`src/rtl/servo_pkg.sv`:
```
// rtl/servo_pkg.sv - shared types, constants and slew-step helper for the servo scheduler
package servo_pkg;

  localparam int POS_W                 = 8;
  localparam int CENTER_POS            = 128;
  localparam int FRAME_CYCLES_24M_30MS = 720000;

  typedef enum logic {
    IDLE = 1'b0,
    SCAN = 1'b1
  } sched_state_t;

  // Magnitude of the move this frame: |diff| limited to step, so a move never overshoots.
  function automatic logic [POS_W-1:0] min_step(input logic signed [POS_W:0] diff,
                                                input logic [POS_W-1:0]       step);
    logic [POS_W:0] mag;
    mag = diff[POS_W] ? (POS_W+1)'(-diff) : (POS_W+1)'(diff);
    min_step = (mag > {1'b0, step}) ? step : mag[POS_W-1:0];
  endfunction

endpackage

```
`src/rtl/servo_frame_timer.sv`:
```
// rtl/servo_frame_timer.sv - enable-gated frame counter producing tick and registered frame_start
module servo_frame_timer #(
  parameter int FRAME_CYCLES = 720000,
  parameter int CNT_W        = $clog2(FRAME_CYCLES)
) (
  input  logic clk,
  input  logic reset,
  input  logic enable,
  output logic tick,
  output logic frame_start
);

  logic [CNT_W-1:0] cnt;

  assign tick = enable && (cnt == CNT_W'(FRAME_CYCLES - 1));

  always_ff @(posedge clk) begin
    if (reset) begin
      cnt         <= '0;
      frame_start <= 1'b0;
    end else begin
      frame_start <= tick;
      if (tick) begin
        cnt <= '0;
      end else if (enable) begin
        cnt <= cnt + CNT_W'(1);
      end
    end
  end

endmodule

```
`src/rtl/servo_slew_scheduler.sv`:
```
// rtl/servo_slew_scheduler.sv - per-channel target store with once-per-frame rate-limited position scan
// Optional write clamping to [MIN_POS, MAX_POS] is enabled by defining SERVO_SOFTLIMIT_EN.
module servo_slew_scheduler
  import servo_pkg::*;
#(
  parameter int NUM_CH       = 4,
  parameter int FRAME_CYCLES = FRAME_CYCLES_24M_30MS,
  parameter int STEP         = 4,
  parameter int RESET_POS    = CENTER_POS,
  parameter int MIN_POS      = 16,
  parameter int MAX_POS      = 240,
  parameter int CH_W         = (NUM_CH > 1) ? $clog2(NUM_CH) : 1
) (
  input  logic                    clk,
  input  logic                    reset,
  input  logic                    enable,
  input  logic                    wr_valid,
  output logic                    wr_ready,
  input  logic [CH_W-1:0]         wr_chan,
  input  logic [POS_W-1:0]        wr_pos,
  output logic [NUM_CH*POS_W-1:0] pos_flat,
  output logic                    frame_start,
  output logic                    busy,
  output logic [NUM_CH-1:0]       at_target,
  output logic                    limit_hit
);

`ifdef SERVO_SOFTLIMIT_EN
  localparam bit SOFTLIMIT = 1'b1;
`else
  localparam bit SOFTLIMIT = 1'b0;
`endif

  sched_state_t     state;
  logic [CH_W-1:0]  idx;
  logic [POS_W-1:0] target [NUM_CH];
  logic [POS_W-1:0] pos    [NUM_CH];
  logic             tick;
  logic             limit_hit_r;

  logic               wr_accept;
  logic               wr_in_range;
  logic               clamp_hit;
  logic [POS_W-1:0]   wr_pos_lim;
  logic [POS_W-1:0]   wr_pos_store;
  logic signed [POS_W:0] diff;
  logic [POS_W-1:0]   mag;
  logic [POS_W-1:0]   next_pos;

  servo_frame_timer #(
    .FRAME_CYCLES(FRAME_CYCLES)
  ) u_timer (
    .clk        (clk),
    .reset      (reset),
    .enable     (enable),
    .tick       (tick),
    .frame_start(frame_start)
  );

  always_comb begin
    wr_accept    = wr_valid && (state == IDLE);
    wr_in_range  = {1'b0, wr_chan} < (CH_W+1)'(NUM_CH);
    clamp_hit    = 1'b0;
    wr_pos_lim   = wr_pos;
    if (wr_pos < POS_W'(MIN_POS)) begin
      wr_pos_lim = POS_W'(MIN_POS);
      clamp_hit  = 1'b1;
    end else if (wr_pos > POS_W'(MAX_POS)) begin
      wr_pos_lim = POS_W'(MAX_POS);
      clamp_hit  = 1'b1;
    end
    wr_pos_store = SOFTLIMIT ? wr_pos_lim : wr_pos;

    // Signed 9-bit difference keeps the full -255..255 range without wrap.
    diff = $signed({1'b0, target[idx]}) - $signed({1'b0, pos[idx]});
    mag  = min_step(diff, POS_W'(STEP));
    if (diff > 9'sd0) begin
      next_pos = pos[idx] + mag;
    end else if (diff < 9'sd0) begin
      next_pos = pos[idx] - mag;
    end else begin
      next_pos = pos[idx];
    end
  end

  always_ff @(posedge clk) begin
    if (reset) begin
      state       <= IDLE;
      idx         <= '0;
      limit_hit_r <= 1'b0;
      for (int i = 0; i < NUM_CH; i++) begin
        target[i] <= POS_W'(RESET_POS);
        pos[i]    <= POS_W'(RESET_POS);
      end
    end else begin
      limit_hit_r <= SOFTLIMIT && wr_accept && wr_in_range && clamp_hit;
      if (wr_accept && wr_in_range) begin
        target[wr_chan] <= wr_pos_store;
      end
      case (state)
        IDLE: begin
          if (tick) begin
            state <= SCAN;
            idx   <= '0;
          end
        end
        SCAN: begin
          if (enable) begin
            pos[idx] <= next_pos;
            if (idx == CH_W'(NUM_CH - 1)) begin
              state <= IDLE;
              idx   <= '0;
            end else begin
              idx <= idx + CH_W'(1);
            end
          end
        end
        default: state <= IDLE;
      endcase
    end
  end

  assign wr_ready  = (state == IDLE);
  assign busy      = (state == SCAN);
  assign limit_hit = limit_hit_r;

  for (genvar i = 0; i < NUM_CH; i++) begin : g_out
    assign pos_flat[i*POS_W +: POS_W] = pos[i];
    assign at_target[i]               = (pos[i] == target[i]);
  end

endmodule
```
`config.mk`:
```
export PLATFORM = sky130hd
export DESIGN_NAME = servo_slew_scheduler
export DESIGN_NICKNAME = d
export VERILOG_FILES = /design/src/rtl/servo_pkg.sv /design/src/rtl/servo_frame_timer.sv /design/src/rtl/servo_slew_scheduler.sv
export SDC_FILE = /design/constraint.sdc
export NUM_CORES = 1
export LEC_CHECK = 0
export ABC_AREA = 1
export CAP_MARGIN = 20
export CORE_ASPECT_RATIO = 1.25
export CORE_MARGIN = 3
export CORE_UTILIZATION = 38
export CTS_CLUSTER_DIAMETER = 60
export DETAILED_ROUTE_END_ITERATION = 7
export PLACE_DENSITY_LB_ADDON = 0.05
export SETUP_SLACK_MARGIN = 0.05
export SLEW_MARGIN = 25
export SYNTH_ARGS = -nofsm -noshare
export SYNTH_HDL_FRONTEND = slang
export SYNTH_SLANG_ARGS = --single-unit
```
`constraint.sdc`:
```
create_clock -name clk -period 5.9 [get_ports clk]
set_clock_uncertainty 0.05 [all_clocks]
set_input_delay 0.885 -clock clk [delete_from_list [all_inputs] [get_ports clk]]
set_output_delay 0.885 -clock clk [all_outputs]
set_load 0.03 [all_outputs]
```
==> impl_results.md <==
* Mux contribution to synthesized area at 0
* Worst-path fanout max at 15
* Total gr overflow at 0
* ANT nets after route at 0
* Net Sw Frac at 0.278
* Setup repair after global routing missed its margin: false
* Total routed wirelength at 17.3 mm
* Sequential area share after synthesis at 0.417
* Reg power frac at 0.481
* Vias in the first global route at 4982
* Initial Util at 0.390
* Static Leak at 2.86 nW
* Synthesis-to-layout area growth at 18.0%
* Setup Fix Bufs, Post-CTS at 0
* CTS Buffer Depth at 2
* CTS Sinks at 90
* Status: finished, final reports clean
* Hold WS at 438 ps
* TritonCTS clock tree: done
* Worst vdd ir at 0.000137 V
* Detail Placement HPWL at 14.0 mm
* Internal at 1.08 mW
* Tot Pwr at 1.49 mW
* Final WS setup at 573 ps
* Slew @ Worst Pin at 717 ps
* CP Capture Type: flip-flop
* Mapped cell area at 0.00585 mm2
* # IOs at 54
* Switch Pwr at 0.414 mW
* Reg2Reg Setup Slack at 570 ps
* Die X-Extent at 117 um
* Worst path required time at 5930 ps
* GP Congestion at 0.991
* DR DRC count at 0
* CTS buffer count at 9
* Crit path to: pos[2][6]$_SDFFCE_PN0P_
* Post-Synth Adder-Cell Area at 0.0658
* Largest family of logic cells by synthesized area: simple AND/OR/NAND/NOR gates
* Final period util at 0.903
* Hold Vio Cnt, Final at 0
* First-pass GRT wire length at 27.1 mm
* Drt first pass iters at 5
* Diodes inserted at 0
* Initial antenna violation count at 0
* Layout cells sized above 1 at 0.0619
* Post-Layout Cell Count at 990
* Area after DPL at 0.00660 mm2
* Highest Clock Rate at 188 MHz
* Most frequent cells in the layout: nand2_1 (152), nor2_1 (104), inv_1 (95)
* Inst Count DP at 974
* IO Port Bufs at 52
* Final nets at 846
* Area of the core at 0.0150 mm2
* Yosys cell types at 44
* Initial DRC Count at 397
* Cell row count at 50
* Cell mode on critical path: nand2_1
* Mean Syn Cell Area at 7.90 um2
* Fill cell count at 1528
* DR vias/cell at 5.24
* Critical-path top delay cell: dfxtp_1
* Largest net degree at the start of global routing at 34
* Cells after Synth at 741
* Critical path launch point type: flip-flop
* Worst r2r path cells at 29
* Min Tclk post-route at 5330 ps
* Final Instance Area at 0.00691 mm2
* H-tree Lvls at 3
* Reg2reg end: pos[2][6]$_SDFFCE_PN0P_
* CP arrival at 5360 ps
* Worst skew pair latency at 340 ps
* Pins over their slew limit at 0
* Part of the power in combinational logic at 0.167
* Clk root buf: clkbuf_16
* Worst hold path type: reg -> reg
* Max cap viols at 0
* Layout Utilization at 0.460
* Worst relative slew slack at 0.518
* Reg clk slew, reported paths at 60 ps
* Setup WS pre-CTS at 351 ps
* Power Density at 216 mW/mm2
* Routed len/inst at 17.5 um
* WS Path Type: reg -> reg
* Synth Area in Compound Gates at 0.0977
* DR vias at 5187
* Clock share of power at 0.351
* WHS Path Cells at 2
* Chip height at 145 um
* Final setup TNS at 0 ps
* Synth Area in XOR/XNOR at 0.0658
* Synth warnings at 0
* Number of synthesized register bits at 90
* CP peak stage delay at 450 ps
* Final setup vio count at 0
* Die Area at 0.0169 mm2
* Commonest non-fill, non-tap cell in the layout: nand2_1
* GRT Overall Usage at 0.212
* Simple-Gate Fraction of Synth Area at 0.274
## timing repair
action                                  4_1_cts  5_1_grt
endpoints found under the setup margin        0       14
resized for setup                             0        5
hold buffers                                  0        0
## power by group through the flow
stage / registers [mW] / logic [mW] / clock network, mW
after floorplan: 0.736 / 0.163 / 0
after global placement: 0.733 / 0.245 / 0
after detailed placement: 0.732 / 0.246 / 0
after CTS: 0.718 / 0.248 / 0.536
after global routing: 0.720 / 0.277 / 0.557
final: 0.719 / 0.250 / 0.525
## worst min path at each step
stage | from | to | slack [ps]
2_1_floorplan | u_timer.cnt[1]$_SDFFE_PP0P_ | u_timer.cnt[1]$_SDFFE_PP0P_ | 410
3_3_place_gp | u_timer.cnt[1]$_SDFFE_PP0P_ | u_timer.cnt[1]$_SDFFE_PP0P_ | 420
3_5_place_dp | u_timer.cnt[1]$_SDFFE_PP0P_ | u_timer.cnt[1]$_SDFFE_PP0P_ | 430
4_1_cts | u_timer.cnt[1]$_SDFFE_PP0P_ | u_timer.cnt[1]$_SDFFE_PP0P_ | 440
5_1_grt | u_timer.cnt[1]$_SDFFE_PP0P_ | u_timer.cnt[1]$_SDFFE_PP0P_ | 460
6_report | u_timer.cnt[1]$_SDFFE_PP0P_ | u_timer.cnt[1]$_SDFFE_PP0P_ | 440
## layer usage
| layer | share of wire | GRT usage | vias to the layer above |
|---|---|---|---|
| met5 | 0 | 0 | - |
| met4 | 0.024 | 0.0755 | 0 |
| met3 | 0.050 | 0.0241 | 19 |
| met2 | 0.50 | 0.365 | 170 |
| met1 | 0.42 | 0.273 | 2430 |
| li1 | - | - | 2568 |
## synthesized netlist by cell type, drive strengths merged
cell type / number / area (um2)
a31oi: 2 / 12.5
a32oi: 8 / 70.1
nand3: 38 / 228
edfxtp: 64 / 1920
dfxtp: 26 / 521
a221oi: 1 / 8.76
xnor2: 24 / 210
o31ai: 4 / 30.0
conb: 2 / 7.51
nand2: 156 / 601
nor4: 6 / 37.5
xor2: 20 / 175
ha: 26 / 325
clkbuf: 8 / 30.0
o21ai: 31 / 155
o22ai: 6 / 37.5
buf: 6 / 41.3
a21oi: 41 / 209
o311ai: 1 / 8.76
fa: 3 / 60.1
nor2: 109 / 432
or2: 9 / 56.3
nor3: 19 / 95.1
nor3b: 2 / 15.0
clkinv: 3 / 11.3
nand4: 19 / 119
inv: 99 / 374
o21bai: 1 / 7.51
nand3b: 3 / 22.5
o21a: 3 / 22.5
a32o: 1 / 10.0
## logic make-up after synthesis
kind of cell / count (synthesis)
xor gates and xnor gates: 44
adders and majority gates: 29
AOI/OAI and AO/OA: 99
DFF: 90
buffers and inverters: 116
and+or+nand+nor: 361
other: 2
## sequential cells by signal, summed over array words and instances, names as in the netlist, named ones only
signal               flops
idx                      2
target                  32
pos                     32
busy                     1
u_timer.frame_start      1
u_timer.cnt             20
## area by class of cell
class,instances,area [um2],share of cell area
multi-input cells,542,3020,0.437
clock inverters,3,16.3,0.00236
repair buffers,58,566,0.0819
inverters,102,389,0.0563
well taps,182,228,0.0330
clock buffers,13,250,0.0362
flip-flops and latches,90,2440,0.354
## worst max-delay path: cells and delay by family (launching register included)
kind | cells | cell delay [ps]
and+or+nand+nor | 18 | 1740
adders and majority gates | 3 | 1060
AOI/OAI and AO/OA | 4 | 920
buffers and inverters | 4 | 820
DFF | 1 | 450
Note: power is estimated with default switching activity, not from simulation.
